--- src/rtl/lca_pkg.sv ---
// lca_pkg: shared FSM state type and default geometry for the wide-add sequencer
package lca_pkg;
  typedef enum logic [1:0] {IDLE, RUN, DONE} state_t;
  localparam int LCA_WIDTH = 4;
  localparam int LCA_CHUNKS = 4;
endpackage

--- src/rtl/lca.sv ---
// lca: WIDTH-bit adder slice with carry in and carry out
module lca #(
  parameter int WIDTH = 4
) (
  input  logic [WIDTH-1:0] a,
  input  logic [WIDTH-1:0] b,
  input  logic             ci,
  output logic [WIDTH-1:0] s,
  output logic             co
);
  assign {co, s} = {1'b0, a} + {1'b0, b} + (WIDTH + 1)'(ci);
endmodule

--- src/rtl/lca_seq.sv ---
// lca_seq: TOTAL-bit adder that reuses one WIDTH-bit lca slice over CHUNKS cycles, LSB chunk first
module lca_seq
  import lca_pkg::*;
#(
  parameter int WIDTH  = LCA_WIDTH,
  parameter int CHUNKS = LCA_CHUNKS
) (
  input  logic                      clk,
  input  logic                      rst_n,
  input  logic                      in_valid,
  output logic                      in_ready,
  input  logic [WIDTH*CHUNKS-1:0]   a,
  input  logic [WIDTH*CHUNKS-1:0]   b,
  input  logic                      ci,
  output logic                      out_valid,
  input  logic                      out_ready,
  output logic [WIDTH*CHUNKS-1:0]   s,
  output logic                      co,
  output logic                      busy
);
  localparam int TOTAL = WIDTH * CHUNKS;
  localparam int IW = CHUNKS > 1 ? $clog2(CHUNKS) : 1;
  localparam logic [IW-1:0] LAST = IW'(CHUNKS - 1);
  state_t state;
  logic [TOTAL-1:0] a_q, b_q;
  logic carry_q;
  logic [IW-1:0] idx;
  logic [WIDTH-1:0] sl_s;
  logic sl_co;
  lca #(.WIDTH(WIDTH)) u_lca (
    .a  (a_q[idx*WIDTH +: WIDTH]),
    .b  (b_q[idx*WIDTH +: WIDTH]),
    .ci (carry_q),
    .s  (sl_s),
    .co (sl_co)
  );
  // in_ready/out_valid/busy are registered alongside state so no input reaches them combinationally
  always_ff @(posedge clk or negedge rst_n)
    if (!rst_n) begin
      state     <= IDLE;
      a_q       <= '0;
      b_q       <= '0;
      carry_q   <= 1'b0;
      idx       <= '0;
      s         <= '0;
      co        <= 1'b0;
      in_ready  <= 1'b0;
      out_valid <= 1'b0;
      busy      <= 1'b0;
    end else
      case (state)
        IDLE: begin
          in_ready <= 1'b1;
          if (in_valid && in_ready) begin
            a_q      <= a;
            b_q      <= b;
            carry_q  <= ci;
            idx      <= '0;
            in_ready <= 1'b0;
            busy     <= 1'b1;
            state    <= RUN;
          end
        end
        RUN: begin
          s[idx*WIDTH +: WIDTH] <= sl_s;
          carry_q <= sl_co;
          if (idx == LAST) begin
            co        <= sl_co;
            out_valid <= 1'b1;
            state     <= DONE;
          end else
            idx <= idx + 1'b1;
        end
        DONE:
          if (out_ready) begin
            out_valid <= 1'b0;
            busy      <= 1'b0;
            in_ready  <= 1'b1;
            state     <= IDLE;
          end
        default: state <= IDLE;
      endcase
endmodule

--- config.mk ---
export PLATFORM = sky130hd
export DESIGN_NAME = lca_seq
export DESIGN_NICKNAME = d
export VERILOG_FILES = /design/src/rtl/lca_pkg.sv /design/src/rtl/lca.sv /design/src/rtl/lca_seq.sv
export SDC_FILE = /design/constraint.sdc
export NUM_CORES = 1
export LEC_CHECK = 0
export CORE_MARGIN = 1.5
export CORE_UTILIZATION = 40
export DETAILED_ROUTE_END_ITERATION = 7
export HOLD_SLACK_MARGIN = 0.15
export PLACE_DENSITY = 0.66
export SYNTH_ARGS = -nofsm -noshare
export SYNTH_HDL_FRONTEND = slang
export SYNTH_SLANG_ARGS = --single-unit
export TNS_END_PERCENT = 5
--- constraint.sdc ---
create_clock -name clk -period 3.1 [get_ports clk]
set_input_delay 0.465 -clock clk [delete_from_list [all_inputs] [get_ports clk]]
set_output_delay 0.465 -clock clk [all_outputs]
set_load 0.01 [all_outputs]
## Word level (Yosys, flattened, before mapping)

Index checks and enable logic that the tools add are counted.

- Register bits after elaboration: 57
- Bits of input ports: 37
- Output and inout port bits: 20
- Word-level logic and storage cells: 56

- Add/subtract/negate cells: 4
- Eq/ne operators: 7
- Shift operators: 4
- Multiplexer cells: 18
- Reductions and logical operators: 13

Operators with widths:

| operator | count |
|---|---|
| negator 4 -> 34 bit | 1 |
| variable shift 4 x 34 -> 16 bit, first input constant | 1 |
| variable part select 4 x 34 -> 16 bit | 1 |
| variable part select 16 x 5 -> 4 bit | 2 |
| bitwise mux 16 bit | 1 |
| AND reduction 3 bit | 4 |
| 2-to-1 mux 2 bit | 5 |
| inequality test 2 bit, second input constant | 4 |
| case mux 1 bit (2 select lines) | 4 |
| AND reduction 2 bit | 4 |
| 2-to-1 mux 1 bit | 6 |
| case mux 2 bit (3 select lines) | 1 |
| nonzero test 2 bit | 3 |
| adder 4 x 4 -> 5 bit | 1 |
| adder 5 x 1 -> 5 bit | 1 |
| equality test 2 bit, second input constant | 2 |
| case mux 2 bit (2 select lines) | 1 |
| adder 2 x 1 -> 2 bit, second input constant | 1 |
| equality test 2 x 1 -> 1 bit, second input constant | 1 |
| logical NOT 2 bit | 1 |
| logical AND 1 bit | 1 |

## Longest topological paths before layout

- Depth after elaboration: 5
- Gate-level depth with buffers: 7
- Mapped depth without buffers: 6

## By module

Synthesis repeated with hierarchy kept, for this count alone.

- Cell total of the unflattened synthesis: 196
- Area total of the unflattened synthesis: 2712.6 um^2

Modules (own cells, without submodules):

| module | instances | cells each | area an instance (um^2) | seq. area each (um^2) |
|---|---|---|---|---|
| lca_seq | 1 | 180 | 2568.7 | 1426.4 |
| lca | 1 | 16 | 143.9 | 0.0 |

## Worst setup path before layout

Ideal clock, no wire load.

- Path kind: flip-flop to flip-flop
- Start point: register idx[0]
- End point: register co
- Library setup time: 0.136 ns
- Data arrival time: 2.543 ns
- Data required time: 2.964 ns
- Setup slack: 0.422 ns
- Cell stages (with the launch flop): 8
- Buffers on the path: 1
- Period minus slack after synthesis: 2.678 ns
- Cell sequence: dfrtp_1 -> buf_2 -> mux4_2 -> fa_1 -> fa_1 -> a21o_1 -> a21oi_1 -> a31oi_1

- Longest elaborated chain between the ends: 3
- Elaborated cells on any way between the ends: 6
- Those cells by class: add/sub: 2; eq/ne: 1; shift: 2; reduce/logical: 1

Ends and longest elaborated chain:

| element | RTL line | text |
|---|---|---|
| from (decl) | lca_seq.sv:27 | `logic [IW-1:0] idx;` |
| from (signal assigned) | lca_seq.sv:72 | `idx <= idx + 1'b1;` |
| variable part select 16 x 5 -> 4 bit (on tied branches) | lca_seq.sv:31, lca_seq.sv:32 |  |
| adder 4 x 4 -> 5 bit | lca.sv:11 | `assign {co, s} = {1'b0, a} + {1'b0, b} + (WIDTH + 1)'(ci);` |
| adder 5 x 1 -> 5 bit | lca.sv:11 |  |
| to (signal assigned) | lca_seq.sv:68 | `co <= sl_co;` |
| to (decl) | lca_seq.sv:18 | `output logic co,` |

Several ways; a longest one is shown, not always the timed one.
A chain may end at the register's enable or synchronous reset.

## Final worst setup path

Same ends and word-level chain as after synthesis.

==> results.tsv <==
metric	value	unit
worst reg-to-reg path cell count	6	
Hold Fails Final Rpt	0	
antenna violations before repair	0	
nets@finish	300	
Total Negative Setup Slacks	0	ps
routability congestion estimate	0.771	
number of buffers on the longest clock path	2	
maxcap violations	0	
worst-case vdd ir drop	0.000567	V
Via-to-Cell Ratio	5.13	
worst setup slack before clock tree synthesis	410	ps
die area	7150	µm²
Worst Tran Pin Value	804	ps
class of the tightest hold or removal check	in2async	
minimum setup slack among reg-to-reg paths	450	ps
data arrival time of the critical path	2850	ps
fmax	377	MHz
source-to-sink clock delay at the later pin of the worst-skew pair	330	ps
root buffer cell	clkbuf_8	
post-cts hold buffer count	0	
Final Max Slew Viols	0	
TritonCTS clock tree	yes	
Post-Route WL	5160	µm
Synth async-reset ratio	100	%
WP data required	3300	ps
row cnt	29	
Syn-to-layout area delta	31.7	%
via count of the first global-routing pass	1833	
Die Width	84.6	µm
clock sink count	57	
run status	completed	
kind of critical path	reg2reg	
post-CTS setup buffer count	0	
wire length per cell after detailed routing	15.5	µm
Detail Route Antenna Nets	0	
fin crit share	85.6	%
unrepaired setup endpoints after global routing	no	
Yosys cell types	38	
register area share after synthesis	53.6	%
global route overflow	0	
Port Buf Inserts	56	
average instance area after synthesis	14.1	µm²
Initial Util	41.7	%
aggregate global-route resource usage	16.7	%
H-Tree Depth	3	
TritonRoute pass-1 iters	4	
count of yosys warnings during synthesis	0	
Boundary Pins	57	
start point of the critical path	idx[0]$_DFFE_PN0P_	
total core area	6390	µm²
Slew headroom	46.4	%
commonest non-fill, non-tap cell in the layout	dfrtp_1	
proportion of layout cells with a drive suffix above 1	24.1	%
post-CTS sizing	0	
number of filler cells placed in the layout	566	
final setup violating endpoints	0	
gate count after technology mapping	188	
crit path time final	2650	ps
height of the chip	84.6	µm
power per cell area	1110	nW/µm²
Antenna Cells	0	
vias after detailed routing	1714	
endpoint of the worst setup timing path	co$_DFFE_PN0P_	
highest-count cells in the layout ignoring fill and taps	dfrtp_1 (57), clkdlybuf4s50_1 (55), mux2_2 (30)	
launch point of the worst reg-to-reg path	idx[0]$_DFFE_PN0P_	
flops & latches, synth	57	
TritonCTS Buffers	9	
leak pwr	1.50	nW
post-route worst setup slack	446	ps
CP Launch Type	register	
number of violations reported at the end of detailed-routing iteration 0	68	
number of enable-type register cells in the synthesized netlist	0	
reg-to-reg endpoint	co$_DFFE_PN0P_	
CP Max Fanout	7	
Syn Std Cell Area	2660	µm²
Worst setup EP type	register	
Clock Pin Slew Worst Setup and Hold Paths	70	ps
wire length of the first global-routing pass	9230	µm
# DRC	0	
maximum number of pins on one net before global-route repair	37	
Min Hold Slack	218	ps
top flip-flop cell by instance count after synthesis	dfrtp_1	
Clock Skew	11.3	ps
half-perimeter wire length of the detailed placement result	3850	µm
synthesized netlist net count	236	
-- layer usage --
metal  track usage, %  part of all wire, %  up-vias
met5                0                    0        -
met4             7.04                  2.0        0
met3             5.01                  4.9       10
met2             24.7                   45       46
met1             23.1                   48      842
li1                 -                    -      816
-- where the power goes --
part	switching, mW	leakage (nW)	internal [mW]
clock	0.278	0.107	0.436
sequential	0.265	0.704	1.08
combinational	0.857	0.689	0.973
-- synth_stat cells, drive strengths merged, types with 2 or more instances --
| cell | n | area share, % |
|---|---|---|
| o31ai | 5 | 1.6 |
| mux4 | 8 | 6.8 |
| nand2b | 3 | 0.71 |
| nor3 | 2 | 0.38 |
| mux2i | 2 | 0.75 |
| nand3b | 4 | 2.1 |
| or3 | 2 | 0.47 |
| dfrtp | 57 | 54 |
| inv | 6 | 0.85 |
| a22o | 8 | 2.6 |
| nand2 | 11 | 1.6 |
| fa | 2 | 1.5 |
| mux2 | 33 | 14 |
| a21oi | 6 | 1.1 |
| buf | 6 | 2.2 |
| ha | 9 | 4.2 |
| nor2 | 4 | 0.56 |
| o21ai | 6 | 1.1 |
-- area by class of cell --
cell class	count	area, µm²	area share [%]
Sequential cell	57	1430	40.7
Multi-Input combinational cell	118	1160	33.3
Timing Repair Buffer	60	586	16.7
Clock buffer	14	173	4.93
Tap cell	77	96.3	2.75
Clock inverter	2	35.0	1.00
Inverter	6	22.5	0.643
-- how the worst min path moves through the flow --
stage | slack (ps) | startpoint | endpoint | depth (start not counted)
2_1_floorplan | 170 | rst_n | a_q[0]$_DFFE_PN0P_ | 0
3_3_place_gp | 470 | s[2]$_DFFE_PN0P_ | s[2]$_DFFE_PN0P_ | 2
3_5_place_dp | 470 | s[2]$_DFFE_PN0P_ | s[2]$_DFFE_PN0P_ | 2
4_1_cts | 240 | rst_n | s[2]$_DFFE_PN0P_ | 1
5_1_grt | 290 | rst_n | s[3]$_DFFE_PN0P_ | 1
6_report | 220 | rst_n | s[7]$_DFFE_PN0P_ | 1
-- state kept, by name, summed over array words and instances (netlist names) --
register	cells
a_q	16
b_q	16
busy	1
carry_q	1
co	1
idx	2
in_ready	1
out_valid	1
s	16
state	2
-- stage by stage --
stage               instances  area (µm²)  utilization [%]  total power, mW
detailed placement        318        3300             51.6             3.22
global placement          318        3300             51.6             3.17
CTS                       334        3500             54.9             3.94
global route              334        3500             54.9             4.22
finish                    334        3500             54.9             3.89
floorplan                 188        2660                -             2.63
-- cell families after synthesis --
group	share of synthesized area, %
flip-flops	53.6
multiplexers	21.5
AND/OR/NAND/NOR	8.37
AO/OA/AOI/OAI	7.29
buffers and inverters	3.15
adder cells (fa/ha/maj)	5.74
XOR/XNOR	0.329
-- worst max-delay path: stages (launching register included) --
cell and delay, ps:
dfrtp_1 580, mux4_2 580, fa_1 450, fa_1 420, a21o_1 190, a21oi_1 190, a31oi_1 110
(Power assumes the default switching activity.)
